`src/rtl/spi_exp_pkg.sv`:
```
// spi_exp_pkg -- shared definitions for the SPI GPIO register expander.
//   state_t    : frame FSM states; the state names the field of the most
//                recently sampled bit (CMD = RW bit, ADDR, DATA, OVER = extra)
//   REG_OE/REG_OUT/REG_IN : fixed register indices
//   frame_len  : bits in a well-formed frame (RW + address + data)
package spi_exp_pkg;

  typedef enum logic [2:0] {
    ST_IDLE,
    ST_CMD,
    ST_ADDR,
    ST_DATA,
    ST_OVER
  } state_t;

  localparam int REG_OE  = 0;
  localparam int REG_OUT = 1;
  localparam int REG_IN  = 2;

  function automatic int frame_len(input int addr_w, input int data_w);
    return 1 + addr_w + data_w;
  endfunction

endpackage

```
`src/rtl/spi_exp_sync.sv`:
```
// spi_exp_sync -- two-flop synchronizer for asynchronous pin inputs.
//   clk  : clock
//   rst  : asynchronous active-high reset, clears both stages
//   d_i  : WIDTH-bit asynchronous input
//   q_o  : WIDTH-bit synchronized output, two cycles behind d_i
module spi_exp_sync #(
  parameter int WIDTH = 8
) (
  input  logic             clk,
  input  logic             rst,
  input  logic [WIDTH-1:0] d_i,
  output logic [WIDTH-1:0] q_o
);

  logic [WIDTH-1:0] meta_q;
  logic [WIDTH-1:0] sync_q;

  always_ff @(posedge clk or posedge rst) begin
    if (rst) begin
      meta_q <= '0;
      sync_q <= '0;
    end else begin
      meta_q <= d_i;
      sync_q <= meta_q;
    end
  end

  assign q_o = sync_q;

endmodule

```
`src/rtl/spi_reg_expander.sv`:
```
// spi_reg_expander -- SPI-style serial register file driving GPIO pins.
// Frames are RW bit, address (MSB first), data (MSB first), one bit per clk
// edge while enable=1. A frame is judged at the first edge with enable=0.
//   clk, rst   : clock, asynchronous active-high reset
//   enable     : frame qualifier
//   data       : serial input bit
//   data_out   : serial read data (MSB first)
//   gpio_in    : pin inputs (synchronized into reg2)
//   gpio_out   : pin values from reg1
//   gpio_oe    : pin output enables from reg0
//   frame_err  : one-cycle pulse for a malformed or out-of-range frame
// Optional feature: define SPI_EXP_READBACK_EN to enable serial readback;
// without it data_out is tied 0 and read frames have no effect.
module spi_reg_expander
  import spi_exp_pkg::*;
#(
  parameter int ADDR_W = 8,
  parameter int DATA_W = 8,
  parameter int N_REGS = 8,
  parameter int N_CH   = 8
) (
  input  logic            clk,
  input  logic            rst,
  input  logic            enable,
  input  logic            data,
  output logic            data_out,
  input  logic [N_CH-1:0] gpio_in,
  output logic [N_CH-1:0] gpio_out,
  output logic [N_CH-1:0] gpio_oe,
  output logic            frame_err
);

  localparam int FRAME_LEN = frame_len(ADDR_W, DATA_W);
  // Counter must hold FRAME_LEN+1 so over-length frames stay distinguishable.
  localparam int CNT_W = $clog2(FRAME_LEN + 2);
  localparam logic [CNT_W-1:0] CNT_MAX       = CNT_W'(FRAME_LEN + 1);
  localparam logic [CNT_W-1:0] CNT_FRAME     = CNT_W'(FRAME_LEN);
  localparam logic [CNT_W-1:0] CNT_ADDR_LAST = CNT_W'(ADDR_W);
  localparam logic [ADDR_W:0]  N_REGS_W      = (ADDR_W + 1)'(N_REGS);

  state_t              state_q;
  logic [CNT_W-1:0]    cnt_q;
  logic                armed_q;   // enable seen low since reset; frames may start
  logic                rw_q;
  logic [ADDR_W-1:0]   addr_q;
  logic [DATA_W-1:0]   wdata_q;
  logic                frame_err_q;

  logic [N_CH-1:0]          sync_in;
  logic [N_REGS*DATA_W-1:0] reg_flat;
  logic [ADDR_W-1:0]        addr_shift;
  logic                     active;
  logic                     addr_ok;
  logic                     frame_ok;
  logic                     commit;

  spi_exp_sync #(.WIDTH(N_CH)) u_sync (
    .clk (clk),
    .rst (rst),
    .d_i (gpio_in),
    .q_o (sync_in)
  );

  // Address including the bit being sampled this edge.
  assign addr_shift = {addr_q[ADDR_W-2:0], data};
  assign active     = (state_q != ST_IDLE) || armed_q;
  assign addr_ok    = {1'b0, addr_q} < N_REGS_W;
  assign frame_ok   = (cnt_q == CNT_FRAME) && addr_ok;
  assign commit     = !enable && frame_ok && !rw_q;

  always_ff @(posedge clk or posedge rst) begin
    if (rst) begin
      state_q     <= ST_IDLE;
      cnt_q       <= '0;
      armed_q     <= 1'b0;
      rw_q        <= 1'b0;
      addr_q      <= '0;
      wdata_q     <= '0;
      frame_err_q <= 1'b0;
    end else begin
      frame_err_q <= 1'b0;
      if (!enable) begin
        armed_q <= 1'b1;
        state_q <= ST_IDLE;
        cnt_q   <= '0;
        if (cnt_q != '0 && !frame_ok) frame_err_q <= 1'b1;
      end else if (active) begin
        if (cnt_q != CNT_MAX) cnt_q <= cnt_q + 1'b1;
        if (cnt_q == '0) begin
          rw_q    <= data;
          state_q <= ST_CMD;
        end else if (cnt_q <= CNT_ADDR_LAST) begin
          addr_q  <= addr_shift;
          state_q <= ST_ADDR;
        end else if (cnt_q < CNT_FRAME) begin
          wdata_q <= {wdata_q[DATA_W-2:0], data};
          state_q <= ST_DATA;
        end else begin
          state_q <= ST_OVER;   // surplus bits are dropped
        end
      end
    end
  end

  // Register file; reg2 is a live view of the synchronized pins.
  genvar gi;
  generate
    for (gi = 0; gi < N_REGS; gi++) begin : g_reg
      if (gi == REG_IN) begin : g_in
        assign reg_flat[gi*DATA_W +: DATA_W] = DATA_W'(sync_in);
      end else begin : g_rw
        logic [DATA_W-1:0] reg_q;
        always_ff @(posedge clk or posedge rst) begin
          if (rst) begin
            reg_q <= (gi == REG_OUT) ? '1 : '0;
          end else if (commit && addr_q == ADDR_W'(gi)) begin
            reg_q <= wdata_q;
          end
        end
        assign reg_flat[gi*DATA_W +: DATA_W] = reg_q;
      end
    end
  endgenerate

  assign gpio_oe   = reg_flat[REG_OE*DATA_W  +: N_CH];
  assign gpio_out  = reg_flat[REG_OUT*DATA_W +: N_CH];
  assign frame_err = frame_err_q;

`ifdef SPI_EXP_READBACK_EN
  logic [DATA_W-1:0] rd_val;
  logic [DATA_W-1:0] shift_q;

  // Out-of-range addresses match no entry and read as zero.
  always_comb begin
    rd_val = '0;
    for (int i = 0; i < N_REGS; i++) begin
      if (addr_shift == ADDR_W'(i)) rd_val = reg_flat[i*DATA_W +: DATA_W];
    end
  end

  // Zero fill on shift means data_out returns to 0 once all data bits left.
  always_ff @(posedge clk or posedge rst) begin
    if (rst) begin
      shift_q <= '0;
    end else if (!enable) begin
      shift_q <= '0;
    end else if (active) begin
      if (cnt_q == CNT_ADDR_LAST) shift_q <= rw_q ? rd_val : '0;
      else                        shift_q <= shift_q << 1;
    end
  end

  assign data_out = shift_q[DATA_W-1];
`else
  logic unused_regs;
  assign unused_regs = ^reg_flat;
  assign data_out    = 1'b0;
`endif

endmodule

```
`config.mk`:
```
export PLATFORM = sky130hd
export DESIGN_NAME = spi_reg_expander
export DESIGN_NICKNAME = d
export VERILOG_FILES = /design/src/rtl/spi_exp_pkg.sv /design/src/rtl/spi_exp_sync.sv /design/src/rtl/spi_reg_expander.sv
export SDC_FILE = /design/constraint.sdc
export NUM_CORES = 1
export LEC_CHECK = 0
export ABC_AREA = 1
export BUFFER_PORTS_ARGS = -buffer_cell sky130_fd_sc_hd__buf_2
export CORE_MARGIN = 1.5
export CORE_UTILIZATION = 31
export DETAILED_ROUTE_END_ITERATION = 10
export GPL_TIMING_DRIVEN = 0
export PLACE_DENSITY = 0.49
export SYNTH_ARGS = -nofsm -noshare
export SYNTH_HDL_FRONTEND = slang
export SYNTH_SLANG_ARGS = --single-unit
export TNS_END_PERCENT = 20
```
`constraint.sdc`:
```
create_clock -name clk -period 1.9 [get_ports clk]
set_input_delay 0.38 -clock clk [delete_from_list [all_inputs] [get_ports clk]]
set_output_delay 0.38 -clock clk [all_outputs]
set_load 0.005 [all_outputs]
```
-- Word-level counts from Yosys, hierarchy flattened
Cells that the tools add are included.
- $add $sub $neg: 1
- bitwise logic cells: 2
- eq/ne operators: 5
- multipliers: 0
- divide/modulo/power cells: 0
- reduce and logical (&&, ||, !) cells: 18
- $lt $le $gt $ge: 3
- mux-type cells: 10
- shift operators: 0
- operators with widths (cell ; count):
    $mux 3 ; 5
    $mux 5 ; 3
    $eq 8x1->1 const B ; 1
    $logic_not 8->1 ; 1
    $lt 8x4->1 const B ; 1
    $logic_and 1x1->1 ; 6
    $add 5x1->5 const B ; 1
    $eq 5x5->1 const B ; 1
    $le 5x4->1 const B ; 1
    $logic_not 5->1 ; 1
    $lt 5x5->1 const B ; 1
    $ne 5x5->1 const B ; 1
    $reduce_and 5->1 ; 1
    $reduce_bool 5->1 ; 1
    $ne 2x1->1 const B ; 2
    $reduce_and 4->1 ; 1
    $logic_not 1->1 ; 3
    $reduce_and 3->1 ; 1
    $reduce_bool 3->1 ; 1
    $mux 1 ; 2
    $not 1->1 ; 2
    $reduce_and 2->1 ; 1
    $logic_or 1x1->1 ; 1
- memories kept: 0
- memory bits (writable): 0
- memory bits (read-only): 0
- word-level logic and storage cells: 48
- output and inout port bits: 18
- latch bits: 0
- bits of input ports: 12
- bits in registers: 43

-- Logic depth before layout (Yosys ltp)
Gate-level depths: netlist of the first run.
- depth in word-level cells: 6
- mapped depth: 9
- mapped depth without buffers: 9

-- Worst setup path before layout of the first run
No wires, ideal clock.
- path type: flip-flop to flip-flop
- start: register cnt_q[1]
- end: register g_reg[0].g_rw.reg_q[0] (netlist: gpio_oe[0])
- clock period less this slack: 1.457 ns
- setup time: 0.117 ns
- path slack: 0.443 ns
- buffers on the path: 0
- required time: 1.783 ns
- arrival time: 1.340 ns
- stages on the path, launching flop included: 10
- cells stage by stage: dfrtp_1 -> inv_1 -> ha_1 -> inv_1 -> nor2_1 -> nand3_1 -> nor2_8 -> nand3_4 -> nand2_1 -> nand2_1
- word-level cells in the longest chain between the ends: 5
- ends and longest elaborated chain (item ; RTL line ; text):
    from (decl) ; spi_reg_expander.sv:42 ; logic [CNT_W-1:0] cnt_q;
    from (signal assigned) ; spi_reg_expander.sv:88 ; if (cnt_q != CNT_MAX) cnt_q <= cnt_q + 1'b1;
    $eq 5x5->1 ; spi_reg_expander.sv:68 ; assign frame_ok = (cnt_q == CNT_FRAME) && addr_ok;
    $logic_and 1x1->1 ; spi_reg_expander.sv:68 ;
    $logic_and 1x1->1 (2 in a row) ; spi_reg_expander.sv:69 ; assign commit = !enable && frame_ok && !rw_q;
    $logic_and 1x1->1 ; spi_reg_expander.sv:116 ; end else if (commit && addr_q == ADDR_W'(gi)) begin
    to (signal assigned) ; spi_reg_expander.sv:115 ; reg_q <= (gi == REG_OUT) ? '1 : '0;
    to (signal assigned) ; spi_reg_expander.sv:117 ; reg_q <= wdata_q;
    to (decl) ; spi_reg_expander.sv:112 ; logic [DATA_W-1:0] reg_q;
Every way passes these cells.
A chain may end at the register's enable or synchronous reset.

-- Worst setup path in the final report of the first run
Same ends and word-level chain as after synthesis.

==> results.txt, run 1 <==
Total Die Area: 0.00728 mm²
Area occupied by registers: 0.00109 mm²
Final design utilization: 0.373
Top area cells in the synthesized netlist: dfrtp_1 42%, nand2_1 15%, dfstp_2 10%, nand4_1 8.0%, nand3_1 3.8%
Clock slew at the register clock pins of the worst setup and hold paths: 0.09 ns
Antenna violations before repair: 0
Worst hold slack across all endpoints: 0.339 ns
Worst-path cell with the longest stage delay: dfrtp_1
Number of logic stages on the critical path including buffering: 9
Layout cell share with drive strength beyond 1: 0.236
Period Utilization, post-route: 0.885
Vert. Die Dim: 85.3 µm
Worst endpoint required time: 2.14 ns
Final-stage net count: 273
Capture instance of the worst register-to-register path: gpio_oe[0]$_DFFE_PP0P_
Top delay family on crit path: simple AND/OR/NAND/NOR gates
Power density of the placed cells: 820 mW/mm²
Pin count of the biggest net entering global routing: 41
Number of maximum-capacitance violations: 0
Maximum vdd ir drop: 0.271 mV
End point of the critical path: gpio_oe[0]$_DFFE_PP0P_
RSZ-0062 raised after global routing: false
TritonCTS clock tree: built
Final Max Tran Viols: 0
Gate Count Post-Synth: 229
Final setup vio count: 0
Gp weighted congestion: 0.754
Clk Latency, worst-skew pair: 0.30 ns
Clk sink count: 43
Crit Path Max Fanout: 10
Reg-to-Reg Start: cnt_q[1]$_DFFE_PP0P_
First element of the critical path: cnt_q[1]$_DFFE_PP0P_
Final hold violation count: 0
Most frequently used cell type in the post-synthesis netlist: nand2_1
Reg2Reg Setup Slack: 0.22 ns
Timing-limited maximum frequency: 0.595 GHz
Type of the tightest min-delay check: input port to flop
Root buf cell: clkbuf_8
Kind of end point of the critical path: flop
Row cnt: 29
I/O pin count: 30
Fraction of the yosys area taken by sequential cells: 0.517
Count of distinct cell types in the synthesized netlist: 26
Sequential fraction of design power: 0.540
Drt wl/cell: 13.0 µm
Max clock buf depth: 2
Synth Warn #: 0
Effective utilization at floorplan: 0.325
Switching power: 615 µW
Initial detailed-routing violation count: 83
Number of I/O port buffers: 19
Wire length reported by the detailed router: 4350 µm
Count of flip-flops with a built-in enable after synthesis: 0
DP Wirelength: 2970 µm
Diodes inserted: 0
Clock share of power: 0.290
Violations in the final reports: DRC
GR Util All Layers: 0.136
Cell-by-cell listing of the critical path: inv_1 -> ha_1 -> inv_1 -> nor2_1 -> nand3_1 -> nor2_8 -> buf_8 -> nand4_1 -> nand2_1
Class of the most critical setup path: flop to flop
Core Area: 0.00646 mm²
GR Overflow Total: 0
Antenna-violating nets left: 0
Synth async-reset ratio: 1.00
Cts bufs inserted: 5
FILL cells: 691
Area of combinational cells with multiple inputs: 878 µm²
Area leader, netlist: dfrtp_1
Launching element type of the critical path: flop
Synthesized area: 0.00210 mm²
Global-route wire length before repair: 7760 µm
Number of iterations in the first detailed-routing pass: 7
Fraction of post-synthesis cell area in the top cell type by area: 0.417
Vias after detailed routing: 1583
Number of vias per cell: 4.73
Crit path DAT: 1.92 ns
Slowest cell delay on critical path: 0.43 ns
Internal: 1360 µW
Outcome: finished with violations
Flop and latch count out of synthesis: 43
Area after DPL: 0.00231 mm²
Mean post-synth cell area: 9.18 µm²
CTS H-tree lvls: 2
Cell type with the highest occurrence count on the critical path: inv_1
Post-synth top cells: 83 x nand2_1, 35 x dfrtp_1, 27 x nand4_1
Final worst path period need: 1.68 ns
Synth-to-layout area growth: 14.6%
Total setup buffers inserted after CTS: 0
Power share of the combinational group: 0.171
Horizontal die dimension: 85.3 µm
Via count of the first global-routing pass: 1514
Post-Syn Nets: 245
Fin Clk Skew: 0.00897 ns
Switching Share: 0.312
Ys flop type: dfrtp_1
Worst Reg-to-Reg Cells: 9
Number of DRC violations after detailed routing: 3
Leakage power: 0.00128 µW
Count of buffering cells on the critical path with inverters included: 3
Area of all placed cells without fillers: 0.00241 mm²
-- power groups by stage --
stage / logic (µW) / registers, µW / clock network [µW]
6_report: 337 / 1070 / 572
5_1_grt: 394 / 1080 / 644
4_1_cts: 348 / 1070 / 608
3_5_place_dp: 346 / 1080 / 0
3_3_place_gp: 334 / 1080 / 0
2_1_floorplan: 270 / 1070 / 0
-- worst reg2reg max path, cell delays in order, from the launching register on --
cell	delay [ns]
dfrtp_1	0.43
inv_1	0.14
ha_1	0.16
inv_1	0.04
nor2_1	0.07
nand3_1	0.17
nor2_8	0.25
buf_8	0.17
nand4_1	0.11
nand2_1	0.10
-- logic make-up after synthesis --
family | synth area share
adders and majority gates | 0.0238
other | 0.00178
xor gates and xnor gates | 0.00417
DFF | 0.517
and+or+nand+nor | 0.370
buffers and inverters | 0.0655
AOI/OAI and AO/OA | 0.0179
-- worst min-delay path by stage --
| stage | start | to | slack [ns] | cells after the start |
|---|---|---|---|---|
| 3_5_place_dp | rst | gpio_oe[5]$_DFFE_PP0P_ | 0.26 | 2 |
| 2_1_floorplan | armed_q$_DFFE_PP0N_ | armed_q$_DFFE_PP0N_ | 0.41 | 2 |
| 5_1_grt | enable | armed_q$_DFFE_PP0N_ | 0.35 | 2 |
| 6_report | data | wdata_q[0]$_DFFE_PP0P_ | 0.34 | 3 |
| 4_1_cts | data | wdata_q[0]$_DFFE_PP0P_ | 0.33 | 3 |
| 3_3_place_gp | armed_q$_DFFE_PP0N_ | armed_q$_DFFE_PP0N_ | 0.43 | 2 |
-- state kept, by name, summed over array words and instances (netlist names) --
register,count
addr_q,8
armed_q,1
cnt_q,5
frame_err,1
gpio_oe,8
gpio_out,8
rw_q,1
state_q,3
wdata_q,8
-- stage by stage --
| stage | power, µW | cells | setup TNS (ns) | worst slack, ns |
|---|---|---|---|---|
| floorplan | 1340 | 229 | 0 | 0.443 |
| global placement | 1420 | 325 | -4.88 | -0.142 |
| global route | 2120 | 335 | 0 | 0.0125 |
| CTS | 2020 | 335 | 0 | 0.209 |
| detailed placement | 1430 | 326 | 0 | 0.225 |
| finish | 1970 | 335 | 0 | 0.219 |
-- layout make-up --
| class | count | area share |
|---|---|---|
| inverters | 17 | 0.0265 |
| plain buffers | 9 | 0.0306 |
| clock inverters | 2 | 0.00519 |
| clock buffers | 6 | 0.0301 |
| well taps | 77 | 0.0400 |
| multi-input cells | 160 | 0.365 |
| flip-flops and latches | 43 | 0.451 |
| repair buffers | 21 | 0.0519 |
-- routing by layer --
metal / GRT usage / up-vias / wire (µm)
met5: 0 / - / 0
met4: 0.0484 / 0 / 70
met3: 0.0350 / 6 / 177
met2: 0.198 / 26 / 1910
met1: 0.196 / 742 / 2190
li1: - / 809 / -
-- layout by cell type (no fill, tap or decap), drive strengths merged, types with 6 or more instances in the layout --
| master | instances |
|---|---|
| buf | 29 |
| clkbuf | 6 |
| dfrtp | 35 |
| dfstp | 8 |
| inv | 17 |
| nand2 | 84 |
| nand3 | 22 |
| nand4 | 27 |
| nor2 | 10 |
| o21ai | 6 |
-- what timing repair did --
item,in CTS,in global routing
endpoints found under the hold margin,3,0
hold buffers,1,0
endpoints found under the setup margin,0,0
resized for setup,0,0
Power figures use the tool's default switching activity.
==> inputs of run 2 (changes only) <==
Settings changed: CORE_UTILIZATION 31 to 49, PLACE_DENSITY 0.49 to 0.71, SYNTH_HIERARCHICAL from default to 1.
==> run 2 against run 1 <==
Sequential share of layout area up 1.2 points. The flow now finishes without violations. Sequential power about the same. First-iteration DRC count up 130%. Critical path depth unchanged. Critical endpoint is now addr_q[3]$_DFFE_PP0P_. Highest routed layer unchanged.
==> results.txt, run 2 <==
Capture instance of the worst register-to-register path: addr_q[3]$_DFFE_PP0P_
Number of iterations in the first detailed-routing pass: 4 (-3)
Maximum vdd ir drop: 0.681 mV (+150%)
Power share of the combinational group: 0.168 (-0.003)
Number of logic stages on the critical path including buffering: 9 (unchanged)
Final worst path period need: 1.68 ns (-0.00578 ns)
Max clock buf depth: 2 (unchanged)
TritonCTS clock tree: built
Switching Share: 0.312 (+0.000525)
Switching power: 614 µW (-0.28%)
Ys flop type: dfrtp_1
Vias after detailed routing: 1571 (-0.76%)
Fraction of post-synthesis cell area in the top cell type by area: 0.417 (unchanged)
Vert. Die Dim: 68.5 µm (-20%)
Worst Reg-to-Reg Cells: 9 (unchanged)
Drt wl/cell: 13.0 µm (about the same)
GR Layer Usage met3: 0.0487 (+0.0137)
Normalized max-slew margin: 0.428
Slew at the pin closest to its max-slew limit: 0.856 ns
Root buf cell: clkbuf_8
Row cnt: 23 (-21%)
PostCTS Resize Cnt: 0 (unchanged)
Number of DRC violations after detailed routing: 0 (-3)
Count of buffering cells on the critical path with inverters included: 3 (unchanged)
Synth async-reset ratio: 1.00 (unchanged)
Final-stage net count: 271 (-0.73%)
RSZ-0062 raised after global routing: false
Synthesized area: 0.00210 mm² (unchanged)
Synth-to-layout area growth: 11.7%
Worst-path cell with the longest stage delay: dfrtp_1
Type of the tightest min-delay check: input port to async pin
Gp weighted congestion: 0.807 (+7.0%)
Total setup buffers inserted after CTS: 0 (unchanged)
Reg-to-Reg Start: cnt_q[0]$_DFFE_PP0P_
Clock share of power: 0.290 (about the same)
Final setup vio count: 0 (unchanged)
Post-synth top cells: 83 x nand2_1, 35 x dfrtp_1, 27 x nand4_1
GR Util All Layers: 0.193 (+0.0569)
Clock slew at the register clock pins of the worst setup and hold paths: 0.08 ns (about the same)
Diodes inserted: 0 (unchanged)
Synth Warn #: 6 (+6)
Number of I/O port buffers: 19 (unchanged)
Power density of the placed cells: 837 mW/mm² (+2.1%)
I/O pin count: 30 (unchanged)
Global-route wire length before repair: 6640 µm (-14%)
Flop and latch count out of synthesis: 43 (unchanged)
Crit path DAT: 1.86 ns (-0.06 ns)
Slowest cell delay on critical path: 0.42 ns (about the same)
Effective utilization at floorplan: 0.518 (+0.193)
Cell type with the highest occurrence count on the critical path: nand2_1
Most used cells in the layout excluding fill and tap cells: 83 x nand2_1, 35 x dfrtp_1, 27 x nand4_1
Antenna-violating nets left: 0 (unchanged)
Launching element type of the critical path: flop
Initial detailed-routing violation count: 190 (+130%)
Met2 capacity usage during global routing: 0.273 (+0.0744)
Number of maximum-capacitance violations: 0 (unchanged)
Leakage power: 0.00126 µW (-1.1%)
Fin Clk Skew: 0.00821 ns (-0.000758 ns)
Most frequently used cell type in the post-synthesis netlist: nand2_1
Wire length reported by the detailed router: 3970 µm (-8.7%)
Area after DPL: 0.00226 mm² (-2.3%)
Count of distinct cell types in the synthesized netlist: 26 (unchanged)
Cts bufs inserted: 5 (unchanged)
Number of vias per cell: 5.13 (+8.6%)
Sequential fraction of design power: 0.542 (+0.002)
Layout cell share with drive strength beyond 1: 0.238 (+0.00185)
Clk Latency, worst-skew pair: 0.29 ns (about the same)
Antenna violations before repair: 0 (unchanged)
Crit Path Max Fanout: 10 (unchanged)
Horizontal die dimension: 68.5 µm (-20%)
Total Die Area: 0.00469 mm² (-36%)
Mean post-synth cell area: 9.18 µm² (unchanged)
DP Wirelength: 2700 µm (-9.1%)
Internal: 1350 µW (-0.53%)
Post-Syn Nets: 245 (unchanged)
Most frequent standard cell in the layout excluding fill and tap cells: nand2_1
Worst endpoint required time: 2.08 ns (-0.06 ns)
Pin count of the biggest net entering global routing: 44 (+7.3%)
Core Area: 0.00406 mm² (-37%)
CTS H-tree lvls: 2 (unchanged)
Area of all placed cells without fillers: 0.00235 mm² (-2.5%)
Top delay family on crit path: simple AND/OR/NAND/NOR gates
GR peak layer: met1
Reg2Reg Setup Slack: 0.22 ns (about the same)
Count of flip-flops with a built-in enable after synthesis: 0 (unchanged)
Final hold violation count: 0 (unchanged)
Kind of end point of the critical path: flop
Timing-limited maximum frequency: 0.597 GHz (+0.35%)
Gate Count Post-Synth: 229 (unchanged)
Outcome: finished clean
Final Max Tran Viols: 0 (unchanged)
GR Overflow Total: 0 (unchanged)
Final design utilization: 0.579 (+0.206)
Fraction of the yosys area taken by sequential cells: 0.517 (unchanged)
Cell-by-cell listing of the critical path: inv_1 -> ha_1 -> inv_1 -> nand2_1 -> nand3_2 -> inv_2 -> nand3_2 -> nand2_1 -> nand2_1
Via count of the first global-routing pass: 1389 (-8.3%)
Period Utilization, post-route: 0.882 (-0.00304)
Top area cells in the synthesized netlist: dfrtp_1 42%, nand2_1 15%, dfstp_2 10%, nand4_1 8.0%, nand3_1 3.8%
Hold Buf Count CTS: 0 (-1)
Met1 layer usage reported by global route: 0.292 (+0.0954)
Area leader, netlist: dfrtp_1
Class of the most critical setup path: flop to flop
Clk sink count: 43 (unchanged)
[run 2: worst max-delay path by stage]
stage | from | to | slack (ns)
final | cnt_q[0]$_DFFE_PP0P_ | addr_q[3]$_DFFE_PP0P_ | 0.22
after global routing | cnt_q[0]$_DFFE_PP0P_ | addr_q[3]$_DFFE_PP0P_ | 0.03
after CTS | cnt_q[0]$_DFFE_PP0P_ | addr_q[3]$_DFFE_PP0P_ | 0.21
after detailed placement | cnt_q[0]$_DFFE_PP0P_ | addr_q[3]$_DFFE_PP0P_ | 0.24
after global placement | rst | addr_q[0]$_DFFE_PP0P_ | -0.02
after floorplan | cnt_q[1]$_DFFE_PP0P_ | gpio_oe[0]$_DFFE_PP0P_ | 0.44
[run 2: cells by family (layout without fill, tap and decap cells)]
| logic type | count (synthesis) | after routing | share of synthesized area |
|---|---|---|---|
| AO/OA/AOI/OAI | 7 | 7 | 0.0179 |
| XOR/XNOR | 1 | 1 | 0.00417 |
| adder cells (fa/ha/maj) | 4 | 4 | 0.0238 |
| buffers and inverters | 26 | 53 | 0.0655 |
| flip-flops | 43 | 43 | 0.517 |
| other | 1 | 1 | 0.00178 |
| AND/OR/NAND/NOR | 147 | 147 | 0.370 |
[run 2: layout make-up]
type	instances	area, µm²
well taps	50	62.6
inverters	17	63.8
plain buffers	9	73.8
multi-input cells	160	878
clock inverters	3	20.0
fillers	378	1710
repair buffers	19	95.1
clock buffers	5	68.8
flip-flops and latches	43	1090
[run 2: power groups by stage]
stage               logic (µW)  registers [µW]  clock network, µW
floorplan                  270            1070                  0
global placement           323            1080                  0
detailed placement         329            1080                  0
CTS                        331            1070                590
global route               378            1080                637
finish                     329            1070                570
[run 2: worst reg2reg max path, delay by kind of cell, from the launching register on]
family,cells,cell delay [ns]
flops,1,0.42
buf+inv,3,0.40
simple gates,5,0.52
fa+ha+maj,1,0.22
[run 2: metal layers]
layer  wire (µm)  vias to the layer above
met5           0                        -
met1        2010                      724
li1            -                      809
met2        1760                       32
met3         147                        6
met4          57                        0
[run 2: stage by stage]
step / total power [µW] / hold slack (ns) / setup TNS [ns] / setup slack (ns) / instances
final: 1970 / 0.255 / 0 / 0.224 / 306
after global routing: 2090 / 0.338 / 0 / 0.0314 / 306
after CTS: 1990 / 0.308 / 0 / 0.213 / 306
after detailed placement: 1410 / 0.432 / 0 / 0.238 / 298
after global placement: 1400 / 0.426 / -0.766 / -0.0238 / 298
after floorplan: 1340 / 0.414 / 0 / 0.443 / 229
==> inputs of run 3 (changes only) <==
Settings changed: CELL_PAD_IN_SITES_DETAIL_PLACEMENT from default to 2, CELL_PAD_IN_SITES_GLOBAL_PLACEMENT from default to 2, CORE_UTILIZATION 49 to 35, PLACE_DENSITY 0.71 to 0.8.
==> run 3 against run 2 <==
Critical path depth stayed put. First-iteration DRC count down 82%. Sequential power about the same. Global-route usage barely moved. Worst hold slack got worse by 0.22 ns. Clock skew hardly changed. Core utilization fell by 16 points. Wire length up 38%. Fmax decreased by 1.6%. Combinational power grew 9.4%. Largest cell class unchanged.
==> results.txt, run 3 (synthesized netlist as in run 2, its figures left out) <==
Pin count of the biggest net entering global routing: 30 (-32%)
Crit path DAT: 1.90 ns (+0.04 ns)
Power density of the placed cells: 933 mW/mm² (+12%)
RSZ-0062 raised after global routing: false
Hold Buf Count CTS: 0 (unchanged)
Final-stage net count: 272 (+0.37%)
Vias after detailed routing: 1688 (+7.4%)
Total met2 wirelength after detailed routing: 2740 µm (+56%)
Class of the most critical setup path: flop to flop
Max clock buf depth: 2 (unchanged)
Maximum vdd ir drop: 0.390 mV (-43%)
Most used cells in the layout excluding fill and tap cells: 83 x nand2_1, 35 x dfrtp_1, 27 x nand4_1
Gp weighted congestion: 0.800 (-0.81%)
Kind of end point of the critical path: flop
Synth-to-layout area growth: 16.6%
Antenna-violating nets left: 0 (unchanged)
Cts bufs inserted: 5 (unchanged)
Vert. Die Dim: 80.5 µm (+18%)
Leakage power: 0.00130 µW (+2.9%)
Number of cells in the design after placement: 324 (+8.7%)
Number of iterations in the first detailed-routing pass: 4 (unchanged)
Total Die Area: 0.00648 mm² (+38%)
Area of all placed cells without fillers: 0.00245 mm² (+4.4%)
Launching element type of the critical path: flop
FILL cells: 664 (+76%)
Met3 wirelength from detailed routing: 158 µm (+7.5%)
Number of I/O port buffers: 19 (unchanged)
Timing-limited maximum frequency: 0.587 GHz (-1.6%)
Final worst path period need: 1.70 ns (+0.0269 ns)
DP Wirelength: 3880 µm (+44%)
Core Area: 0.00585 mm² (+44%)
Crit Path Max Fanout: 10 (unchanged)
Worst hold slack across all endpoints: 0.0319 ns (-0.223 ns)
GR Overflow Total: 0 (unchanged)
Clk sink count: 43 (unchanged)
Post-Route M1 WL: 2500 µm (+25%)
Number of maximum-capacitance violations: 0 (unchanged)
Highest metal layer with signal wires: met4
Root buf cell: clkbuf_8
Area after DPL: 0.00231 mm² (+2.3%)
Effective utilization at floorplan: 0.359 (-0.159)
Outcome: finished clean
Antenna violations before repair: 0 (unchanged)
Period Utilization, post-route: 0.896 (+0.0141)
Number of DRC violations after detailed routing: 0 (unchanged)
Row cnt: 28 (+22%)
Layout cell share with drive strength beyond 1: 0.241 (+0.00296)
Number of vias per cell: 5.08 (-0.97%)
Final Max Tran Viols: 0 (unchanged)
Global-route wire length before repair: 9380 µm (+41%)
I/O pin count: 30 (unchanged)
Clk Latency, worst-skew pair: 0.30 ns (about the same)
Type of the tightest min-delay check: input port to async pin
CTS H-tree lvls: 2 (unchanged)
Final hold violation count: 0 (unchanged)
Fin Clk Skew: 0.00774 ns (-0.000465 ns)
Most frequent standard cell in the layout excluding fill and tap cells: nand2_1
Final total negative setup slack: 0 ns (unchanged)
Initial detailed-routing violation count: 35 (-82%)
TritonCTS clock tree: built
Final total power: 2290 µW (+16%)
Drt wl/cell: 16.5 µm (+27%)
Final setup vio count: 0 (unchanged)
Via count of the first global-routing pass: 1832 (+32%)
Worst endpoint required time: 2.09 ns (about the same)
Wire length reported by the detailed router: 5470 µm (+38%)
Clock slew at the register clock pins of the worst setup and hold paths: 0.09 ns (about the same)
Final standard cell count with taps included and fillers excluded: 332 (+8.5%)
GR Util All Layers: 0.193 (about the same)
Horizontal die dimension: 80.5 µm (+18%)
Diodes inserted: 0 (unchanged)
[run 3: per-layer routing]
| metal | GRT usage | vias up |
|---|---|---|
| met2 | 0.320 | 27 |
| met1 | 0.253 | 848 |
| met4 | 0.0621 | 0 |
| met5 | 0 | - |
| li1 | - | 808 |
| met3 | 0.0352 | 5 |
[run 3: worst max-delay path: stages (launching register included)]
cell	delay, ns
dfrtp_1	0.43
inv_1	0.18
ha_1	0.22
inv_1	0.05
nand2_1	0.07
nand3_2	0.11
inv_4	0.16
nand3_2	0.20
nand2_1	0.11
nand2_1	0.06
[run 3: timing repair]
action,4_1_cts,5_1_grt
resized for setup,0,2
setup buffers,0,0
hold endpoints to repair,0,0
endpoints found under the setup margin,0,11
[run 3: cell type report]
class	instances	area [µm²]	share of cell area
well taps	75	93.8	0.0383
repair buffers	20	115	0.0470
multi-input cells	160	883	0.360
flip-flops and latches	43	1090	0.443
plain buffers	9	73.8	0.0301
inverters	17	66.3	0.0271
clock inverters	2	60.1	0.0245
clock buffers	6	72.6	0.0296
[run 3: final timing paths]
check	start	to	cells after the start	slack (ns)
max reg2reg	cnt_q[0]$_DFFE_PP0P_	addr_q[2]$_DFFE_PP0P_	9	0.20
max	cnt_q[0]$_DFFE_PP0P_	addr_q[2]$_DFFE_PP0P_	9	0.20
max in group asynchronous	rst	gpio_out[1]$_DFFE_PP1P_	3	1.32
min	rst	gpio_oe[3]$_DFFE_PP0P_	2	0.03
min in group clk	enable	armed_q$_DFFE_PP0N_	2	0.34
min reg2reg	armed_q$_DFFE_PP0N_	armed_q$_DFFE_PP0N_	2	0.46
[run 3: power by group]
| group | internal (µW) | switching, µW | leakage [µW] |
|---|---|---|---|
| clock | 526 | 331 | 0.0000654 |
| sequential | 993 | 78.3 | 0.000552 |
| combinational | 109 | 250 | 0.000681 |
[run 3: metrics by stage]
stage | worst slack, ns | utilization
global route | 0.0160 | 0.419
global placement | -0.128 | 0.392
floorplan | 0.443 | -
detailed placement | 0.141 | 0.395
CTS | 0.0950 | 0.418
finish | 0.197 | 0.419
